### src/rtl/vga_pkg.sv
// Purpose: timing-set types and standard VGA mode constants for the timing generator.
// Latency: n/a (types, constants and an elaboration-time helper only).
// Backpressure: n/a.
package vga_pkg;

  typedef enum logic {NEG = 1'b0, POS = 1'b1} sync_pol_t;

  // One display axis. All values are in counts of that axis (pixels or lines).
  typedef struct packed {
    logic [15:0] pixels;
    logic [15:0] total;
    logic [15:0] sync_start;
    logic [15:0] sync_time;
    sync_pol_t   sync_pol;
  } vga_axis_t;

  typedef struct packed {
    vga_axis_t h;
    vga_axis_t v;
  } vga_timing_t;

  localparam vga_timing_t VGA_1024X768_60 = '{
    h: '{pixels: 16'd1024, total: 16'd1344, sync_start: 16'd1048, sync_time: 16'd136, sync_pol: NEG},
    v: '{pixels: 16'd768,  total: 16'd806,  sync_start: 16'd771,  sync_time: 16'd6,   sync_pol: NEG}
  };

  localparam vga_timing_t VGA_800X600_60 = '{
    h: '{pixels: 16'd800,  total: 16'd1056, sync_start: 16'd840,  sync_time: 16'd128, sync_pol: POS},
    v: '{pixels: 16'd600,  total: 16'd628,  sync_start: 16'd601,  sync_time: 16'd4,   sync_pol: POS}
  };

  // True when an axis can be counted by a w-bit counter and its sync/blank
  // windows lie inside the line or frame.
  function automatic logic axis_fits(input vga_axis_t ax, input int w);
    return (ax.total != 16'd0) &&
           (int'(ax.total) <= (1 << w)) &&
           (ax.pixels <= ax.total) &&
           ((int'(ax.sync_start) + int'(ax.sync_time)) <= int'(ax.total));
  endfunction

endpackage

### src/rtl/vga_timing_gen_if.sv
// Purpose: bundle of the timing generator's control inputs and raster outputs.
// Latency: n/a (wiring only).
// Backpressure: none; pix_en is the only pacing input.
// Ports: pix_en, mode_sel (consumer -> generator); hcount, vcount, hsync, vsync,
//        hblnk, vblnk, line_start, frame_start, mode_act, frame_cnt (generator -> consumer).
//        frame_cnt exists only when VGA_FRAME_CNT_EN is defined.
interface vga_timing_gen_if #(
  parameter int HCNT_W = 11,
  parameter int VCNT_W = 10
);

  logic              pix_en;
  logic              mode_sel;
  logic [HCNT_W-1:0] hcount;
  logic [VCNT_W-1:0] vcount;
  logic              hsync;
  logic              vsync;
  logic              hblnk;
  logic              vblnk;
  logic              line_start;
  logic              frame_start;
  logic              mode_act;
`ifdef VGA_FRAME_CNT_EN
  logic [15:0]       frame_cnt;
`endif

  modport master (
    input  pix_en, mode_sel,
    output hcount, vcount, hsync, vsync, hblnk, vblnk, line_start, frame_start, mode_act
`ifdef VGA_FRAME_CNT_EN
    , output frame_cnt
`endif
  );

  modport slave (
    output pix_en, mode_sel,
    input  hcount, vcount, hsync, vsync, hblnk, vblnk, line_start, frame_start, mode_act
`ifdef VGA_FRAME_CNT_EN
    , input frame_cnt
`endif
  );

endinterface

### src/rtl/vga_axis_counter.sv
// Purpose: one raster axis: wrapping position counter with registered sync and blank decode.
// Latency: sync/blank decoded from the next count, so they line up with cnt in the same cycle.
// Backpressure: en=0 holds every register.
// Ports: clk, rst_n (sync, active low); en advance; last = final count of the active timing;
//        dec_* = decode window of the timing that applies to the next count;
//        cnt, wrap (cnt==last, combinational), sync, blnk.
module vga_axis_counter #(
  parameter int W = 11
) (
  input  logic         clk,
  input  logic         rst_n,
  input  logic         en,
  input  logic [W-1:0] last,
  input  logic [W-1:0] dec_pixels,
  input  logic [W-1:0] dec_sync_start,
  input  logic [W:0]   dec_sync_end,
  input  logic         dec_sync_pos,
  output logic [W-1:0] cnt,
  output logic         wrap,
  output logic         sync,
  output logic         blnk
);

  logic [W-1:0] cnt_q, cnt_d;
  logic         sync_q, sync_d;
  logic         blnk_q, blnk_d;
  logic         sync_act;

  assign wrap = (cnt_q == last);

  always_comb begin
    cnt_d = cnt_q;
    if (en) begin
      cnt_d = wrap ? '0 : cnt_q + 1'b1;
    end
    // Sync window end is one bit wider so start+time cannot overflow the counter width.
    sync_act = (cnt_d >= dec_sync_start) && ({1'b0, cnt_d} < dec_sync_end);
    sync_d   = sync_act ? dec_sync_pos : ~dec_sync_pos;
    blnk_d   = (cnt_d >= dec_pixels);
  end

  always_ff @(posedge clk) begin
    if (!rst_n) begin
      cnt_q  <= '0;
      sync_q <= ~dec_sync_pos;
      blnk_q <= 1'b0;
    end else begin
      cnt_q  <= cnt_d;
      sync_q <= sync_d;
      blnk_q <= blnk_d;
    end
  end

  assign cnt  = cnt_q;
  assign sync = sync_q;
  assign blnk = blnk_q;

endmodule

### src/rtl/vga_timing_gen.sv
// Purpose: dual-mode VGA raster timing; timing set switches only on the (last,last)->(0,0) wrap.
// Latency: all outputs registered; sync/blank/strobes align with hcount/vcount in the same cycle.
// Backpressure: pix_en=0 holds all state and forces line_start/frame_start low.
// Ports: clk, rst_n (sync, active low); vga (master modport): pix_en, mode_sel in;
//        hcount, vcount, hsync, vsync, hblnk, vblnk, line_start, frame_start, mode_act out.
// Option: VGA_FRAME_CNT_EN adds the 16-bit wrapping frame_cnt output.
module vga_timing_gen
  import vga_pkg::*;
#(
  parameter int          HCNT_W = 11,
  parameter int          VCNT_W = 10,
  parameter vga_timing_t MODE0  = VGA_1024X768_60,
  parameter vga_timing_t MODE1  = VGA_800X600_60
) (
  input  logic             clk,
  input  logic             rst_n,
  vga_timing_gen_if.master vga
);

  if (!axis_fits(MODE0.h, HCNT_W) || !axis_fits(MODE1.h, HCNT_W) ||
      !axis_fits(MODE0.v, VCNT_W) || !axis_fits(MODE1.v, VCNT_W)) begin : g_bad_mode
    $error("vga_timing_gen: mode timing does not fit HCNT_W/VCNT_W counters");
  end

  localparam logic [HCNT_W-1:0] H0_LAST = HCNT_W'(MODE0.h.total - 16'd1);
  localparam logic [HCNT_W-1:0] H1_LAST = HCNT_W'(MODE1.h.total - 16'd1);
  localparam logic [VCNT_W-1:0] V0_LAST = VCNT_W'(MODE0.v.total - 16'd1);
  localparam logic [VCNT_W-1:0] V1_LAST = VCNT_W'(MODE1.v.total - 16'd1);

  localparam logic [HCNT_W-1:0] H0_PIX = HCNT_W'(MODE0.h.pixels);
  localparam logic [HCNT_W-1:0] H1_PIX = HCNT_W'(MODE1.h.pixels);
  localparam logic [VCNT_W-1:0] V0_PIX = VCNT_W'(MODE0.v.pixels);
  localparam logic [VCNT_W-1:0] V1_PIX = VCNT_W'(MODE1.v.pixels);

  localparam logic [HCNT_W-1:0] H0_SS = HCNT_W'(MODE0.h.sync_start);
  localparam logic [HCNT_W-1:0] H1_SS = HCNT_W'(MODE1.h.sync_start);
  localparam logic [VCNT_W-1:0] V0_SS = VCNT_W'(MODE0.v.sync_start);
  localparam logic [VCNT_W-1:0] V1_SS = VCNT_W'(MODE1.v.sync_start);

  localparam logic [HCNT_W:0] H0_SE = (HCNT_W+1)'(MODE0.h.sync_start + MODE0.h.sync_time);
  localparam logic [HCNT_W:0] H1_SE = (HCNT_W+1)'(MODE1.h.sync_start + MODE1.h.sync_time);
  localparam logic [VCNT_W:0] V0_SE = (VCNT_W+1)'(MODE0.v.sync_start + MODE0.v.sync_time);
  localparam logic [VCNT_W:0] V1_SE = (VCNT_W+1)'(MODE1.v.sync_start + MODE1.v.sync_time);

  localparam logic H0_POS = (MODE0.h.sync_pol == POS);
  localparam logic H1_POS = (MODE1.h.sync_pol == POS);
  localparam logic V0_POS = (MODE0.v.sync_pol == POS);
  localparam logic V1_POS = (MODE1.v.sync_pol == POS);

  logic mode_q, mode_d;
  logic line_start_q, line_start_d;
  logic frame_start_q, frame_start_d;
`ifdef VGA_FRAME_CNT_EN
  logic [15:0] frame_cnt_q, frame_cnt_d;
`endif

  logic              h_wrap, v_wrap, v_en;
  logic [HCNT_W-1:0] h_last, h_pix, h_ss;
  logic [HCNT_W:0]   h_se;
  logic [VCNT_W-1:0] v_last, v_pix, v_ss;
  logic [VCNT_W:0]   v_se;
  logic              h_pos, v_pos;

  always_comb begin
    // The mode loads on the frame wrap (and in reset) so the decode of the
    // next count must already use the timing selected by mode_d.
    mode_d = mode_q;
    if (!rst_n || (vga.pix_en && h_wrap && v_wrap)) begin
      mode_d = vga.mode_sel;
    end

    // Wrap points follow the timing in use for the current count.
    h_last = mode_q ? H1_LAST : H0_LAST;
    v_last = mode_q ? V1_LAST : V0_LAST;

    h_pix  = mode_d ? H1_PIX : H0_PIX;
    h_ss   = mode_d ? H1_SS  : H0_SS;
    h_se   = mode_d ? H1_SE  : H0_SE;
    h_pos  = mode_d ? H1_POS : H0_POS;
    v_pix  = mode_d ? V1_PIX : V0_PIX;
    v_ss   = mode_d ? V1_SS  : V0_SS;
    v_se   = mode_d ? V1_SE  : V0_SE;
    v_pos  = mode_d ? V1_POS : V0_POS;

    v_en          = vga.pix_en & h_wrap;
    line_start_d  = vga.pix_en & h_wrap;
    frame_start_d = vga.pix_en & h_wrap & v_wrap;
`ifdef VGA_FRAME_CNT_EN
    frame_cnt_d   = frame_cnt_q + 16'(frame_start_d);
`endif
  end

  vga_axis_counter #(.W(HCNT_W)) u_h (
    .clk            (clk),
    .rst_n          (rst_n),
    .en             (vga.pix_en),
    .last           (h_last),
    .dec_pixels     (h_pix),
    .dec_sync_start (h_ss),
    .dec_sync_end   (h_se),
    .dec_sync_pos   (h_pos),
    .cnt            (vga.hcount),
    .wrap           (h_wrap),
    .sync           (vga.hsync),
    .blnk           (vga.hblnk)
  );

  vga_axis_counter #(.W(VCNT_W)) u_v (
    .clk            (clk),
    .rst_n          (rst_n),
    .en             (v_en),
    .last           (v_last),
    .dec_pixels     (v_pix),
    .dec_sync_start (v_ss),
    .dec_sync_end   (v_se),
    .dec_sync_pos   (v_pos),
    .cnt            (vga.vcount),
    .wrap           (v_wrap),
    .sync           (vga.vsync),
    .blnk           (vga.vblnk)
  );

  always_ff @(posedge clk) begin
    if (!rst_n) begin
      mode_q        <= vga.mode_sel;
      line_start_q  <= 1'b0;
      frame_start_q <= 1'b0;
`ifdef VGA_FRAME_CNT_EN
      frame_cnt_q   <= 16'd0;
`endif
    end else begin
      mode_q        <= mode_d;
      line_start_q  <= line_start_d;
      frame_start_q <= frame_start_d;
`ifdef VGA_FRAME_CNT_EN
      frame_cnt_q   <= frame_cnt_d;
`endif
    end
  end

  assign vga.mode_act    = mode_q;
  assign vga.line_start  = line_start_q;
  assign vga.frame_start = frame_start_q;
`ifdef VGA_FRAME_CNT_EN
  assign vga.frame_cnt   = frame_cnt_q;
`endif

endmodule

### src/flat_wrapper.sv
// flat-port wrapper written by rule: the top's interface ports become plain ports
module vga_timing_gen_flat import vga_pkg::*;
#(
  parameter int          HCNT_W = 11,
  parameter int          VCNT_W = 10,
  parameter vga_timing_t MODE0  = VGA_1024X768_60,
  parameter vga_timing_t MODE1  = VGA_800X600_60
)
  (clk, rst_n, vga_pix_en, vga_mode_sel, vga_hcount, vga_vcount, vga_hsync, vga_vsync, vga_hblnk, vga_vblnk, vga_line_start, vga_frame_start, vga_mode_act);
  vga_timing_gen_if #(.HCNT_W(HCNT_W), .VCNT_W(VCNT_W)) vga_i ();
  input  logic clk;
  input  logic rst_n;
  input wire logic [$bits(vga_i.pix_en)-1:0] vga_pix_en;
  input wire logic [$bits(vga_i.mode_sel)-1:0] vga_mode_sel;
  output wire logic [$bits(vga_i.hcount)-1:0] vga_hcount;
  output wire logic [$bits(vga_i.vcount)-1:0] vga_vcount;
  output wire logic [$bits(vga_i.hsync)-1:0] vga_hsync;
  output wire logic [$bits(vga_i.vsync)-1:0] vga_vsync;
  output wire logic [$bits(vga_i.hblnk)-1:0] vga_hblnk;
  output wire logic [$bits(vga_i.vblnk)-1:0] vga_vblnk;
  output wire logic [$bits(vga_i.line_start)-1:0] vga_line_start;
  output wire logic [$bits(vga_i.frame_start)-1:0] vga_frame_start;
  output wire logic [$bits(vga_i.mode_act)-1:0] vga_mode_act;
  assign vga_i.pix_en = vga_pix_en;
  assign vga_i.mode_sel = vga_mode_sel;
  assign vga_hcount = vga_i.hcount;
  assign vga_vcount = vga_i.vcount;
  assign vga_hsync = vga_i.hsync;
  assign vga_vsync = vga_i.vsync;
  assign vga_hblnk = vga_i.hblnk;
  assign vga_vblnk = vga_i.vblnk;
  assign vga_line_start = vga_i.line_start;
  assign vga_frame_start = vga_i.frame_start;
  assign vga_mode_act = vga_i.mode_act;
  vga_timing_gen #(.HCNT_W(HCNT_W), .VCNT_W(VCNT_W), .MODE0(MODE0), .MODE1(MODE1)) u_core (.clk(clk), .rst_n(rst_n), .vga(vga_i));
endmodule
### config.mk
export PLATFORM = sky130hd
export DESIGN_NAME = vga_timing_gen_flat
export DESIGN_NICKNAME = d
export VERILOG_FILES = /design/src/rtl/vga_pkg.sv /design/src/rtl/vga_timing_gen_if.sv /design/src/rtl/vga_axis_counter.sv /design/src/rtl/vga_timing_gen.sv /design/src/flat_wrapper.sv
export SDC_FILE = /design/constraint.sdc
export NUM_CORES = 1
export LEC_CHECK = 0
export ABC_AREA = 1
export CORE_AREA = 3 3 71 73
export DETAILED_ROUTE_END_ITERATION = 12
export DIE_AREA = 0 0 74 76
export PLACE_DENSITY = 0.73
export SYNTH_ARGS = -nofsm -noshare
export SYNTH_HDL_FRONTEND = slang
export SYNTH_SLANG_ARGS = --single-unit
### constraint.sdc
create_clock -name clk -period 3.5 [get_ports clk]
set_input_delay 0.35 -clock clk [delete_from_list [all_inputs] [get_ports clk]]
set_output_delay 0.35 -clock clk [all_outputs]
set_load 0.01 [all_outputs]
== Word level (Yosys, flattened, before mapping) ==
Index checks and enable logic that the tools add are counted.
Storage, ports and cells
  flip-flop bits (word level): 28
  bits in latches: 0
  bits in writable memories: 0
  ROM bits: 0
  input port bits: 4
  output and inout bits: 28
  memories: 0
Operators by class
  add/subtract/negate cells: 2
  multiply operators: 0
  div/mod/pow operators: 0
  magnitude comparators: 6
  equal/unequal tests: 2
  shifts and indexed selects: 0
  muxes and demuxes: 19
  bitwise logic cells: 3
  reductions and logical operators: 6
Operator list (count)
  $mux W11: 5
  $mux W9: 5
  $ge A11 B11 Y1: 2
  $ge A10 B10 Y1: 2
  $mux W10: 2
  $lt A11 B12 Y1: 1
  $add A11 B1 Y11 const B: 1
  $eq A11 B11 Y1: 1
  $lt A10 B11 Y1: 1
  $add A10 B1 Y10 const B: 1
  $eq A10 B10 Y1: 1
  $mux W1: 7
  $logic_and A1 B1 Y1: 4
  $and A1 B1 Y1: 2
  $logic_not A1 Y1: 1
  $logic_or A1 B1 Y1: 1
  $not A1 Y1: 1

== Logic depth before layout (Yosys ltp) ==
Gate-level depths: netlist of the first run.
  depth after elaboration: 11
  depth in mapped cells: 22

== Hierarchy ==
A second synthesis of the first run with hierarchy kept.
Second synthesis, totals
  cell total of the unflattened synthesis: 530
  area total of the unflattened synthesis: 3418.3 um^2
Modules (own cells, without submodules)
  vga_axis_counter (u_core.u_h): times used 1, cells an instance 256, area each 1741.7 um^2
  vga_axis_counter (u_core.u_v): times used 1, cells an instance 253, area each 1535.2 um^2
  vga_timing_gen: times used 1, cells an instance 21, area each 141.4 um^2

== Least setup slack after synthesis of the first run ==
No wires, ideal clock.
  path type: flip-flop to flip-flop
  from: register u_core.u_h.cnt_q[0], in the netlist u_core.u_h.cnt[0]
  to: register u_core.u_h.sync_q, in the netlist u_core.u_h.sync
  library setup time: 113 ps
  arrival time: 2715 ps
  data required time: 3387 ps
  path slack: 672 ps
  stages on the path, launching flop included: 19
  path buffers: 0
  clock period less this slack: 2828 ps
  cells stage by stage: dfxtp_1 > ha_1 > nand3_2 > nor2_4 > nand3_4 > nor2_8 > nand2_2 > nand2_4 > nand2_2 > o21ai_4 > inv_2 > ha_1 > nand2_1 > inv_1 > a221oi_1 > nand2_1 > nand3b_1 > nand4_1 > nand2_1
Between the ends
  longest elaborated chain between the ends: 10
Ends and longest elaborated chain
  start, declared: line vga_axis_counter.sv:24  | logic [W-1:0] cnt_q, cnt_d;
  start signal, assigned: line vga_axis_counter.sv:48  | cnt_q <= cnt_d;
  branches (longest 9 deep; another with $lt A11 B12 Y1)
  $mux W1 (*): line vga_axis_counter.sv:43  | if (!rst_n) begin
  end signal, assigned: line vga_axis_counter.sv:45  | sync_q <= ~dec_sync_pos;
  end signal, assigned: line vga_axis_counter.sv:49  | sync_q <= sync_d;
  end, declared: line vga_axis_counter.sv:25  | logic sync_q, sync_d;
Mark *: on every way between the ends.
A chain may end at the register's enable or synchronous reset.

== Worst setup path in the final report of the first run ==
  from: register u_core.u_h.cnt_q[1], in the netlist u_core.u_h.cnt[1]
  to: register u_core.u_h.sync_q, in the netlist u_core.u_h.sync
Same word-level chain as after synthesis.

==> flow_metrics.tcl, run 1 <==
set metrics [dict create \
    status "completed" \
    slew_viol_final 0 \
    track_usage_pct 22.3 \
    clk_path_buf_depth 2 \
    yosys.area.top_type_share_pct 25.2 \
    portBuffers 31 \
    cts.sinks 28 \
    gp_congestion 0.939 \
    overflow 0 \
    worst_ep_required_time_ns 3.69 \
    hp-class "reg2reg" \
    fin_crit_ns 3.12 \
    clock_latency_ns 0.28 \
    first_iter_violations 226 \
    die_h_um 76 \
    worstReg2RegEnd "u_core.u_h.sync$_DFF_P_" \
    hold_viol_final 0 \
    path_clk_slew_ns 0.11 \
    worstPathArrival_ns 3.32 \
    via_count 2269 \
    yosys.area.top_type "dfxtp_1" \
    r2r-start "u_core.u_h.cnt[1]$_SDFF_PN0_" \
    fmax_ghz 0.320 \
    routed_wl_mm 5.83 \
    hold_ws_ns 0.609 \
    diodes 0 \
    num_rows 24 \
    yosys-top-cells-count "73 x nand2_1, 53 x nor2_1, 43 x inv_1, 32 x nand3_1, 28 x dfxtp_1" \
    post-route-util_pct 60.5 \
    setup_tns_ns 0 \
    yosys_warnings 0 \
    startpoint_type "register" \
    yosysMostFrequentCell "nand2_1" \
    dp_hpwl_mm 4.54 \
    synth_edf_count 0 \
    grt_pass1_vias 2056 \
    start_util_pct 50.5 \
    maxSlewHeadroom_pct 75.3 \
    hold_buffers 0 \
    die_area_um2 5620 \
    total_power_mw 0.645 \
    pin_count 32 \
    drive_above_1_share_pct 12.5 \
    sequentialPowerShare_pct 51.1 \
    ir_drop_mv 0.157 \
    wl_per_cell_um 13.6 \
    grt_pass1_wl_mm 10.1 \
    power.density_nw_per_um2 241 \
    yosysSeqAreaShare_pct 25.2 \
    cts_resized 0 \
    synth_nets 360 \
    syn-instance-count 340 \
    antenna_left 0 \
    synth_area_per_cell_um2 6.55 \
    ys_seq_elements 28 \
    die_w_um 74 \
    cts_tree "done" \
    clockRootBuffer "clkbuf_8" \
    final_nets 397 \
    viasPerCell 5.30 \
    p_leak_nw 1.26 \
    reg2reg_slack_ns 0.38 \
    p_sw_mw 0.180 \
    path_class "reg2reg" \
    netlist_area_um2 2230 \
    ys_top_cells_by_area "dfxtp_1 25%, nand2_1 12%, ha_1 9.0%" \
    power.share.switching_pct 27.9 \
    antenna_found_initial 0 \
    synth_ff_type "dfxtp_1" \
    power.share.clock_pct 33.7 \
    crit_path_end "u_core.u_h.sync$_DFF_P_" \
    areaGrowthSynthToFinish_pct 20.0 \
    critPathCaptureType "register" \
    clock_skew_ns 0.00382 \
    postCtsSetupRepairBufs 0 \
    synth_cell_types 36 \
    htree_levels 1 \
    fillers 428 \
    drtPass1Iterations 5 \
    tightest_slew_ns 0.367 \
    power_frac_comb_pct 15.2 \
    rr_worst_depth 18 \
    cp_max_fo 12 \
    power.internal_mw 0.465 \
    startpoint "u_core.u_h.cnt[1]$_SDFF_PN0_" \
    grt_max_degree 23 \
    drc 0 \
    async_flop_share_pct 0 \
    cap_violations 0 \
    cts_buffers 3 \
    fin_crit_sh_pct 89.2 \
    core_um2 4410 \
    rsz0062_at_grt "false" \
    setup_viol 0 \
]
==> power groups by stage <==
stage / logic, mW / registers, mW / clock network, mW
2_1_floorplan: 0.0646 / 0.337 / 0
6_report: 0.0979 / 0.330 / 0.217
5_1_grt: 0.111 / 0.331 / 0.229
4_1_cts: 0.0982 / 0.329 / 0.215
3_5_place_dp: 0.0977 / 0.337 / 0
3_3_place_gp: 0.0963 / 0.337 / 0
==> flip-flops by register name, indices dropped and copies added, names as in the netlist <==
register	cells
u_core.u_h.cnt	11
u_core.vga.line_start	1
u_core.u_v.cnt	10
u_core.u_h.sync	1
u_core.u_v.sync	1
u_core.vga.frame_start	1
u_core.u_h.blnk	1
u_core.vga.mode_act	1
u_core.u_v.blnk	1
==> worst min path at each step <==
stage                                 start                           end  slack (ns)  depth (start not counted)
2_1_floorplan                         rst_n  u_core.u_v.cnt[6]$_SDFF_PN0_        0.52                          2
5_1_grt        u_core.u_v.cnt[0]$_SDFF_PN0_  u_core.u_v.cnt[0]$_SDFF_PN0_        0.65                          2
6_report       u_core.u_v.cnt[0]$_SDFF_PN0_  u_core.u_v.cnt[0]$_SDFF_PN0_        0.61                          2
3_3_place_gp   u_core.u_h.cnt[1]$_SDFF_PN0_  u_core.u_h.cnt[1]$_SDFF_PN0_        0.58                          2
3_5_place_dp   u_core.u_v.cnt[0]$_SDFF_PN0_  u_core.u_v.cnt[0]$_SDFF_PN0_        0.58                          2
4_1_cts        u_core.u_v.cnt[0]$_SDFF_PN0_  u_core.u_v.cnt[0]$_SDFF_PN0_        0.60                          2
==> layer usage <==
| metal | wire (um) | part of all wire [%] | vias up | global-route usage [%] |
|---|---|---|---|---|
| met5 | 0 | 0 | - | 0 |
| met3 | 427 | 7.3 | 12 | 1.98 |
| met2 | 2460 | 42 | 82 | 31.9 |
| met4 | 127 | 2.2 | 0 | 6.88 |
| li1 | - | - | 1164 | - |
| met1 | 2810 | 48 | 1011 | 34.6 |
==> cells by family (layout without fill, tap and decap cells) <==
| kind of cell | count (synthesis) | in the layout | synth area share (%) |
|---|---|---|---|
| buffers and inverters | 56 | 92 | 9.77 |
| and+or+nand+nor | 212 | 212 | 47.8 |
| AOI/OAI and AO/OA | 23 | 23 | 6.29 |
| xor gates and xnor gates | 5 | 5 | 1.97 |
| DFF | 28 | 28 | 25.2 |
| adders and majority gates | 16 | 16 | 8.99 |
==> cell type report <==
type	count	area (um2)	area share, %
multi-input combinational	256	1450	54.2
timing repair buffer	36	348	13.0
tap	52	65.1	2.43
inverter	52	195	7.30
clock buffer	4	55.1	2.06
sequential	28	561	21.0
==> worst max-delay path: stages, from the launching register on <==
cell      delay, ns
dfxtp_1        0.41
ha_1           0.23
nand3_2        0.15
nor2_4         0.19
nand3_4        0.11
nor2_8         0.13
nand2_2        0.10
nand2_4        0.10
nand2_2        0.07
o21ai_4        0.15
inv_2          0.18
ha_1           0.33
nand2_1        0.06
inv_1          0.04
a221oi_1       0.32
nand2_1        0.11
nand3b_1       0.19
nand4_1        0.09
nand2_1        0.06
==> layout by cell type (no fill, tap or decap) <==
cell type	count
nand3_2	5
nor2_8	1
buf_4	5
inv_1	43
nand4_1	7
nand4_4	1
o21bai_1	1
nand2_2	6
or2_2	1
a21oi_1	10
o21ai_0	6
nand2_1	73
nand3b_1	5
or2_1	1
dfxtp_1	28
nor4_1	3
nand4_2	1
nor2_1	53
nand2_4	1
nand3_4	1
a221oi_1	1
o21ai_1	2
clkdlybuf4s50_1	31
nor2_2	4
and3_1	1
ha_1	16
xor2_1	5
nor3_2	1
nor3_1	9
clkbuf_8	4
clkinv_1	1
and2_1	1
nand3_1	32
nor2_4	5
o21ai_2	2
inv_2	8
o21ai_4	1
==> stage by stage <==
stage	area (um2)	setup slack, ns	instances
after floorplan	2230	0.672	340
after global placement	2620	0.501	424
after detailed placement	2620	0.399	424
after CTS	2670	0.379	428
after global routing	2670	0.0461	428
final	2670	0.376	428
(Power assumes the default switching activity.)
==> run 2: changes to the inputs <==
CORE_AREA = 2 2 70 72   (was 3 3 71 73)
DIE_AREA = 0 0 72 74   (was 0 0 74 76)
==> run 2 against run 1 <==
Net effect: combinational power is 6.3% lower; sequential cell count stayed put; critical path depth is 3 higher; clock power is 5% lower; final area is 0.70% lower; clock skew hardly changed; count of clock-buffer cells in the layout stayed put; largest cell class unchanged.
==> flow_metrics.tcl, run 2 (synthesis results as in run 1) <==
set metrics [dict create \
    hold_viol_final 0 \
    worst_ep_required_time_ns 3.68 \
    antenna_left 0 \
    die_w_um 72 \
    largest_reg_flops 11 \
    clk_path_buf_depth 2 \
    routed_wl_mm 5.69 \
    grt_max_degree 24 \
    areaGrowthSynthToFinish_pct 19.2 \
    fillers 453 \
    diodes 0 \
    slew_viol_final 0 \
    critPathCaptureType "register" \
    pin_count 32 \
    power.density_nw_per_um2 237 \
    track_usage_pct 21.8 \
    setup_viol 0 \
    portBuffers 31 \
    rsz0062_at_grt "false" \
    via_count 2284 \
    wl_met3_um 326 \
    maxSlewHeadroom_pct 47.7 \
    fin_crit_ns 3.13 \
    startpoint_type "register" \
    hold_ws_ns 0.618 \
    overflow 0 \
    clock_skew_ns 0.00348 \
    tightest_slew_ns 0.784 \
    cp_max_fo 5 \
    hp-class "reg2reg" \
    layout_common_cells "73 x nand2_1, 53 x nor2_1, 43 x inv_1" \
    path_class "reg2reg" \
    core_um2 4600 \
    ir_drop_mv 0.122 \
    fin_crit_sh_pct 89.3 \
    final_nets 394 \
    wl_per_cell_um 13.3 \
    grt_pass1_wl_mm 9.25 \
    first_iter_violations 263 \
    htree_levels 1 \
    clockRootBuffer "clkbuf_8" \
    antenna_found_initial 0 \
    viasPerCell 5.35 \
    path_clk_slew_ns 0.10 \
    start_util_pct 48.4 \
    cts_tree "done" \
    gp_congestion 0.912 \
    p_leak_nw 1.24 \
    status "completed" \
    drc 0 \
    final_common_cell "nand2_1" \
    grt_pass1_vias 1943 \
    die_area_um2 5330 \
    setup_tns_ns 0 \
    worstPathArrival_ns 3.31 \
    route.met2.wl_mm 2.45 \
    dr.max_layer_used "met4" \
    drtPass1Iterations 5 \
    wl_met1_mm 2.80 \
    num_rows 25 \
    dp_hpwl_mm 4.41 \
    cap_violations 0 \
    total_power_mw 0.630 \
    cts.sinks 28 \
    die_h_um 74 \
    drive_above_1_share_pct 12.1 \
    cts_buffers 3 \
    clock_latency_ns 0.28 \
    fmax_ghz 0.320 \
]
run 2: cell types whose count changed in the layout (fill, tap and decap cells not counted):
| cell | previous run | this run |
|---|---|---|
| dfxtp_1 | 28 | 27 |
| buf_4 | 5 | 2 |
| dfxtp_2 | 0 | 1 |
run 2: through the flow:
step	cells	cell area [um2]	worst slack [ns]	util, %
after floorplan	340	2230	0.672	-
after global placement	423	2600	0.365	56.5
after global routing	427	2650	0.108	57.7
after CTS	427	2650	0.267	57.7
final	427	2650	0.374	57.7
after detailed placement	423	2600	0.304	56.5
run 2: final timing paths:
| kind | start | to | slack, ns | depth (start not counted) |
|---|---|---|---|---|
| hold / removal | u_core.u_h.cnt[1]$_SDFF_PN0_ | u_core.u_h.cnt[1]$_SDFF_PN0_ | 0.62 | 2 |
| setup reg to reg | u_core.u_h.cnt[0]$_SDFF_PN0_ | u_core.u_v.sync$_DFF_P_ | 0.37 | 21 |
| hold reg to reg | u_core.u_h.cnt[1]$_SDFF_PN0_ | u_core.u_h.cnt[1]$_SDFF_PN0_ | 0.62 | 2 |
| setup / recovery | u_core.u_h.cnt[0]$_SDFF_PN0_ | u_core.u_v.sync$_DFF_P_ | 0.37 | 21 |
run 2: per-layer routing:
| layer | vias up | global-route usage (%) |
|---|---|---|
| met5 | - | 0 |
| met4 | 0 | 5.87 |
| met3 | 13 | 2.44 |
| met2 | 90 | 33.0 |
| met1 | 1025 | 32.9 |
| li1 | 1156 | - |
run 2: timing repair:
action | CTS | global route
hold buffers | 0 | 0
endpoints found under the setup margin | 0 | 1
buffers inserted | 0 | 0
resized for setup | 0 | 1
run 2: cell type report:
class	count	area, um2	share of cell area (%)
Multi-Input combinational cell	256	1450	54.6
Clock buffer	4	55.1	2.07
Timing Repair Buffer	33	325	12.3
Sequential cell	28	562	21.2
Tap cell	54	67.6	2.55
Inverter	52	195	7.36
run 2: report_power, final:
part           total (mW)  internal (mW)  switching (mW)
logic              0.0917         0.0373          0.0544
clock network       0.206          0.101           0.105
registers           0.332          0.324         0.00816
run 2: worst max-delay path: stages (launching register included):
cell and delay (ns):
dfxtp_1 0.41, ha_1 0.24, nand3_2 0.15, clkinv_1 0.10, nand3_1 0.12, nor2_4 0.19
nand2_1 0.11, inv_2 0.10, nand4_2 0.11, nor3_2 0.15, xor2_1 0.28, nor2_1 0.11
ha_1 0.28, inv_1 0.06, nor2_1 0.10, nand4_1 0.08, nor2_1 0.09, nand2_1 0.05
nor2_1 0.12, nand2_1 0.07, nand2_1 0.05, nand2_1 0.05
